<file path="src/rtl/paddsb_seq_pkg.sv">
// Shared types and constants for the packed saturating sub-word add sequencer.
package paddsb_seq_pkg;

   typedef enum logic [1:0] {
      IDLE = 2'd0,
      RUN  = 2'd1,
      DONE = 2'd2
   } state_e;

   localparam int LANE_W  = 4;
   localparam int N_LANES = 4;

   localparam logic [LANE_W-1:0] SAT_POS = 4'b0111;
   localparam logic [LANE_W-1:0] SAT_NEG = 4'b1000;

endpackage

</file>
<file path="src/rtl/paddsb_seq_sat_add4.sv">
// Combinational 4-bit two's-complement saturating adder; one shared lane.
module sat_add4
   import paddsb_seq_pkg::*;
(
   input  logic [LANE_W-1:0] a,
   input  logic [LANE_W-1:0] b,
   output logic [LANE_W-1:0] s,
   output logic              ovf
);

   logic [LANE_W-1:0] raw;

   // Overflow only when operand signs agree and the wrapped sum flips sign;
   // the clamp direction follows the operand sign.
   always_comb begin
      raw = a + b;
      ovf = (a[LANE_W-1] == b[LANE_W-1]) && (raw[LANE_W-1] != a[LANE_W-1]);
      if (ovf) begin
         s = a[LANE_W-1] ? SAT_NEG : SAT_POS;
      end else begin
         s = raw;
      end
   end

endmodule

</file>
<file path="src/rtl/paddsb_seq.sv">
// Multi-cycle PADDSB sequencer: one saturating adder stepped over four nibbles.
//
// state | meaning
// IDLE  | waiting for start; results from last operation held
// RUN   | one lane computed per cycle, lane 0 first
// DONE  | done pulse; results final; start here begins the next operation
module paddsb_seq
   import paddsb_seq_pkg::*;
(
   input  logic        clk,
   input  logic        rst_n,
   input  logic        start,
   input  logic [15:0] A,
   input  logic [15:0] B,
   output logic        busy,
   output logic        done,
   output logic [15:0] Sum,
   output logic [3:0]  sat
);

   state_e      state_q, state_d;
   logic [1:0]  lane_q, lane_d;
   logic [15:0] a_q, a_d;
   logic [15:0] b_q, b_d;
   logic [15:0] sum_q, sum_d;
   logic [3:0]  sat_q, sat_d;
   logic        busy_q, busy_d;
   logic        done_q, done_d;

   logic [3:0]        lane_lsb;
   logic [LANE_W-1:0] lane_a, lane_b, lane_s;
   logic              lane_ovf;

   // Lane mux feeding the single shared adder from the latched operands.
   assign lane_lsb = {lane_q, 2'b00};
   assign lane_a   = a_q[lane_lsb +: LANE_W];
   assign lane_b   = b_q[lane_lsb +: LANE_W];

   sat_add4 u_sat_add4 (
      .a   (lane_a),
      .b   (lane_b),
      .s   (lane_s),
      .ovf (lane_ovf)
   );

   // Next-state, operand capture and per-lane result write-enable decode.
   always_comb begin
      state_d = state_q;
      lane_d  = lane_q;
      a_d     = a_q;
      b_d     = b_q;
      sum_d   = sum_q;
      sat_d   = sat_q;
      busy_d  = busy_q;
      done_d  = 1'b0;
      unique case (state_q)
         IDLE, DONE: begin
            busy_d  = 1'b0;
            state_d = IDLE;
            if (start) begin
               a_d     = A;
               b_d     = B;
               sum_d   = '0;
               sat_d   = '0;
               lane_d  = '0;
               busy_d  = 1'b1;
               state_d = RUN;
            end
         end
         RUN: begin
            sum_d[lane_lsb +: LANE_W] = lane_s;
            sat_d[lane_q]             = lane_ovf;
            lane_d                    = lane_q + 2'd1;
            if (lane_q == 2'(N_LANES - 1)) begin
               busy_d  = 1'b0;
               done_d  = 1'b1;
               state_d = DONE;
            end
         end
         default: begin
            busy_d  = 1'b0;
            state_d = IDLE;
         end
      endcase
   end

   // State, lane counter, operand latches and registered outputs.
   always_ff @(posedge clk or negedge rst_n) begin
      if (!rst_n) begin
         state_q <= IDLE;
         lane_q  <= '0;
         a_q     <= '0;
         b_q     <= '0;
         sum_q   <= '0;
         sat_q   <= '0;
         busy_q  <= 1'b0;
         done_q  <= 1'b0;
      end else begin
         state_q <= state_d;
         lane_q  <= lane_d;
         a_q     <= a_d;
         b_q     <= b_d;
         sum_q   <= sum_d;
         sat_q   <= sat_d;
         busy_q  <= busy_d;
         done_q  <= done_d;
      end
   end

   assign busy = busy_q;
   assign done = done_q;
   assign Sum  = sum_q;
   assign sat  = sat_q;

endmodule

</file>
<file path="config.mk">
export PLATFORM = sky130hd
export DESIGN_NAME = paddsb_seq
export DESIGN_NICKNAME = d
export VERILOG_FILES = /design/src/rtl/paddsb_seq_pkg.sv /design/src/rtl/paddsb_seq_sat_add4.sv /design/src/rtl/paddsb_seq.sv
export SDC_FILE = /design/constraint.sdc
export NUM_CORES = 1
export LEC_CHECK = 0
export ABC_AREA = 1
export CAP_MARGIN = 20
export CORE_MARGIN = 10
export CORE_UTILIZATION = 55
export DETAILED_ROUTE_END_ITERATION = 7
export GPL_ROUTABILITY_DRIVEN = 0
export PLACE_DENSITY = 0.85
export SYNTH_ARGS = -nofsm -noshare
export SYNTH_HDL_FRONTEND = slang
export SYNTH_SLANG_ARGS = --single-unit
export TNS_END_PERCENT = 5
</file>
<file path="constraint.sdc">
create_clock -name clk -period 4.1 [get_ports clk]
set_input_delay 0.82 -clock clk [delete_from_list [all_inputs] [get_ports clk]]
set_output_delay 0.82 -clock clk [all_outputs]
set_load 0.02 [all_outputs]
</file>
# Word-level counts from Yosys, hierarchy flattened
# Index checks and enable logic that the tools add are counted.
[classes]
add_sub_neg = 3
magnitude_cmp = 2
n_eq_ne = 7
shift = 4
n_mux = 20
reduce_logical = 7
[ops]
columns = ["cell", "count"]
rows = [
  ["16-bit one-hot mux with 2 select lines", 1],
  ["16-bit by 5-bit variable part select with 4-bit output", 2],
  ["16-bit bitwise mux", 1],
  ["16-bit two-way mux", 1],
  ["4-bit by 6-bit variable shift with 16-bit output, first input constant", 1],
  ["4-bit by 6-bit variable part select with 16-bit output", 1],
  ["4-bit two-way mux", 3],
  ["2-bit one-hot mux with 2 select lines", 2],
  ["4-bit one-hot mux with 2 select lines", 1],
  ["1-bit two-way mux", 6],
  ["4-bit negator with 6-bit output", 1],
  ["4-bit adder", 1],
  ["4-bit bitwise mux", 1],
  ["2-bit == test, second input constant", 2],
  ["2-bit two-way mux", 2],
  ["2-bit inequality test, second input constant", 2],
  ["2-bit AND reduction", 2],
  ["2-bit by 3-bit < comparator with 1-bit output, second input constant", 1],
  ["2-bit by 1-bit adder with 2-bit output, second input constant", 1],
  ["1-bit demux with 2-bit select", 1],
  ["2-bit by 1-bit == test with 1-bit output, second input constant", 1],
  ["2-bit by 1-bit >= comparator with 1-bit output, second input constant", 1],
  ["1-bit logical AND", 2],
  ["2-bit logical NOT", 1],
  ["other kinds (5)", 5],
]
[totals]
reg_bits = 58
out_inout_bits = 22
wordCells = 51

# Depth between registers and ports, before layout
[depth]
ltp_word = 8
depth_mapped = 12
depth_no_buf = 11

# Cells and area by module
# Synthesis repeated with hierarchy kept, for this count alone.
[hier_totals]
cells_unflattened = 371
hier_area_um2 = 3029.2
[by_module_without_submodules]
columns = ["mod", "instances", "cells_each", "area_per_inst_um2", "seq_area_each_um2"]
rows = [
  ["paddsb_seq", 1, 339, 2837.7, 1451.4],
  ["sat_add4", 1, 32, 191.4, 0.0],
]

# Worst setup path before layout
# Ideal clock, no wire load.
[synth_path]
path_type = "register to register"
startpoint = "reg lane_q[0]"
endpoint = "reg sum_q[12], in the netlist Sum[12]"
t_arrival_ps = 2571
required_time_ps = 4022
slack_ps = 1451
path_stages_with_launch = 13
path_buffers = 1
period_less_slack_ps = 2649
cell_sequence = "dfrtp_1 inv_2 clkbuf_1 nor2_1 o22ai_1 ha_1 nand3_1 nand2_1 fa_1 inv_1 nand3_2 nand4_1 o21bai_1"
[synth_via]
elab_chain_cells = 8
word_cells_on_any_way = 13
cone_classes = "add/sub: 2; eq/ne: 2; shift: 4; mux: 4; reduce/logical: 1"
[synth_lines]
columns = ["element", "line", "source"]
rows = [
  ["start: declaration", "paddsb_seq.sv:22", "logic [1:0] lane_q, lane_d;"],
  ["start signal: assignment", "paddsb_seq.sv:100", "lane_q <= lane_d;"],
  ["16-bit by 5-bit variable part select with 4-bit output (on tied branches)", "paddsb_seq.sv:36, paddsb_seq.sv:37", ""],
  ["4-bit adder", "paddsb_seq_sat_add4.sv:16", "raw = a + b;"],
  ["1-bit inequality test", "paddsb_seq_sat_add4.sv:17", "ovf = (a[LANE_W-1] == b[LANE_W-1]) && (raw[LANE_W-1] != a[LANE_W-1]);"],
  ["1-bit logical AND", "paddsb_seq_sat_add4.sv:17", ""],
  ["4-bit two-way mux", "paddsb_seq_sat_add4.sv:18", "if (ovf) begin"],
  ["4-bit by 6-bit variable part select with 16-bit output", "paddsb_seq.sv:71", "sum_d[lane_lsb +: LANE_W] = lane_s;"],
  ["16-bit bitwise mux (*)", "paddsb_seq.sv:71", ""],
  ["16-bit one-hot mux with 2 select lines (*)", "paddsb_seq.sv:56", "unique case (state_q)"],
  ["end signal: assignment", "paddsb_seq.sv:103", "sum_q <= sum_d;"],
  ["end: declaration", "paddsb_seq.sv:25", "logic [15:0] sum_q, sum_d;"],
]
# Mark *: on every way between the ends. The rest lies on a longest branch, timed or not.
# A chain may end at the register's enable or synchronous reset.

# Worst setup path in the final report
[layout_path]
startpoint = "reg lane_q[1]"
endpoint = "reg sum_q[14], in the netlist Sum[14]"
# The elaborated chain is that of the path after synthesis.

==> results.md <==
- Commonest non-fill, non-tap cell in the layout: nand2_1
- CTS tree: built
- Root buffer selected by CTS: clkbuf_8
- Most frequent cells in the layout: nand2_1, dfrtp_1, clkdlybuf4s50_1
- Power per cell area: 876 nW/um^2
- Final Cell Area: approximately 3600 sq um
- Final setup viols: 0
- Post-Route WL: between 6 and 7 mm
- Drt pass-1 iters: 4
- Critical Path RT: around 4.4 ns
- Core Box Area: 4790 sq um
- Post_cts resized: 0
- Layout overhead on the synthesized area: 29.3%
- Vias in the first global route: around 2400
- CTS sink count: 58
- Worst-path fanout max: 13
- Peak supply drop: approximately 0.46 mV
- Final ANT Viol Nets: 0
- Post-layout min period: ~3 ns
- Worst Hold Class: reg -> reg
- Setup Skew: about 0.0079 ns
- Largest net degree at the start of global routing: 47
- Outcome: finished, final reports clean
- GRT Overall Usage: 0.159
- Clock Latency Late Sink: ~0.33 ns
- Sum Neg Setup Slack: 0 ns
- Clock Path Buffers: 2
- DR vias/cell: 5.14
- Nets@finish: roughly 430
- Routed WL per cell: between 10 and 15 um
- Fmax: roughly 340 MHz
- Tcrit/Tclk final: 0.721
- Cts hold-fix bufs: 0
- RSZ-0062 raised after global routing: false
- Share of cells above drive strength 1: 0.0838
- Placement Setup Slack: ~1.2 ns
- Synth cell types: 26
- CP startpoint kind: register
- Post-CTS Setup Bufs: 0
- Via count: ~2400
- Cell Area, Synth: between 2000 and 3000 sq um
- Critical Path AT: between 3 and 4 ns
- Clock Pin Slew Worst Setup and Hold Paths: 0.06 ns
- Hpwl dp: roughly 4.8 mm
- Die Ht: between 90 and 100 um
- Worst-Margin Slew: ~0.93 ns
- Power Total: roughly 3.1 mW
- Max cap viols: 0
- Die footprint: between 8000 and 9000 sq um
- # diodes: 0
- Final core utilization: 0.744
- Slew headroom: 0.382
- DP Cell Count: between 400 and 500
- Syn Inst Count: between 300 and 400
- Htree depth: 3
- Sequential area share after synthesis: 0.527
- Worst Hold Slack: between 0.4 and 0.5 ns
- Die X: between 90 and 100 um
- Synth warnings: 0
- Crit path kind: reg -> reg
- Num CTS Buffers: 9
- DRC Markers: 0
- Leak: roughly 1.8 nW
- Critical Path End Type: register
- Seq cells post-synth: 58
- Initial Utilization: 0.575
- Net Count, Synth: 376
- Row cnt: 25
- WL met3: between 300 and 400 um
- Total length of routed met2 wires: roughly 3.2 mm
- Fin worst setup slack: ~1.1 ns
- Dpl cell area: 3360 sq um
- Metal-1 WL: ~2.7 mm
- Avg Synthesized Cell Area: approximately 8.3 sq um
- Number of max-slew violations in the final report: 0
- First-pass GRT wire length: roughly 11 mm
- DR iter-0 viols: just under 200
- IO buf count: 56
- Total grt overflow: 0
- Initial antenna violation count: 0
- Top Layer Used: met4
- Ports: 57
- Flop2flop setup slack: between 1 and 1.5 ns
- Non-Filler Instances: ~460
- Final hold viol count: 0
## routing by layer
metal / up-vias / track usage
met4: 0 / 0.0809
met2: 79 / 0.265
met1: 1088 / 0.184
met5: - / 0
met3: 21 / 0.0407
li1: 1182 / -
## worst max-delay path, stage by stage (launching register included)
cell	delay [ns]
dfrtp_1	0.50
inv_1	0.34
o21ai_0	0.15
o22ai_1	0.20
ha_1	0.31
a21oi_1	0.15
nand2_1	0.09
fa_1	0.59
inv_1	0.07
nand3_2	0.15
nand4_1	0.15
o21bai_1	0.16
## cells by family (layout without fill, tap and decap cells)
kind of cell	count (synthesis)	after routing	synth area share
and+or+nand+nor	192	192	0.294
DFF	58	58	0.527
AOI/OAI and AO/OA	39	39	0.0818
buffers and inverters	33	95	0.0482
adders and majority gates	9	9	0.0463
xor gates and xnor gates	1	1	0.00318
## path summary, 6_finish.rpt
| check | start | to | cells past startpoint |
|---|---|---|---|
| worst max register to register | lane_q[1]$_DFFE_PN0P_ | Sum[14]$_DFFE_PN0P_ | 11 |
| worst min register to register | Sum[8]$_DFFE_PN0P_ | Sum[8]$_DFFE_PN0P_ | 2 |
| worst min-delay path | Sum[8]$_DFFE_PN0P_ | Sum[8]$_DFFE_PN0P_ | 2 |
| max in group asynchronous | rst_n | Sum[6]$_DFFE_PN0P_ | 2 |
| worst max-delay path | lane_q[1]$_DFFE_PN0P_ | Sum[14]$_DFFE_PN0P_ | 11 |
| min in group asynchronous | rst_n | a_q[11]$_DFFE_PN0P_ | 1 |
## cell usage after synthesis (all sizes together)
| cell type | count | area (sq um) |
|---|---|---|
| a21oi | 1 | 5.00 |
| a22o | 1 | 8.76 |
| buf | 10 | 46.3 |
| clkbuf | 3 | 11.3 |
| dfrtp | 58 | 1450 |
| fa | 2 | 40.0 |
| ha | 7 | 87.6 |
| inv | 20 | 75.1 |
| nand2 | 142 | 548 |
| nand3 | 20 | 123 |
| nand4 | 6 | 37.5 |
| nor2 | 22 | 90.1 |
| nor3 | 2 | 10.0 |
| o21a | 1 | 7.51 |
| o21ai | 23 | 115 |
| o21bai | 6 | 45.0 |
| o22ai | 7 | 43.8 |
| xnor2 | 1 | 8.76 |
## registers in the layout, summed over array words and instances, names as in the netlist
name and cells:
Sum 16, a_q 16, b_q 16, lane_q 2, sat 4, done 1
busy 1, state_q 2
## final cells by class
class / instances / area, sq um
flip-flops and latches: 58 / 1450
fillers: 377 / 1230
multi-input cells: 241 / 1170
repair buffers: 59 / 578
clock buffers: 15 / 196
well taps: 67 / 83.8
inverters: 20 / 75.1
clock inverters: 1 / 5.00
## where the power goes
part	total (mW)	leakage, nW	internal, mW	switching, mW
Sequential	0.958	0.747	0.809	0.149
Combinational	1.65	0.917	0.619	1.03
Clock	0.511	0.106	0.301	0.209
Total	3.12	1.77	1.73	1.39
Note: power is estimated with default switching activity, not from simulation.
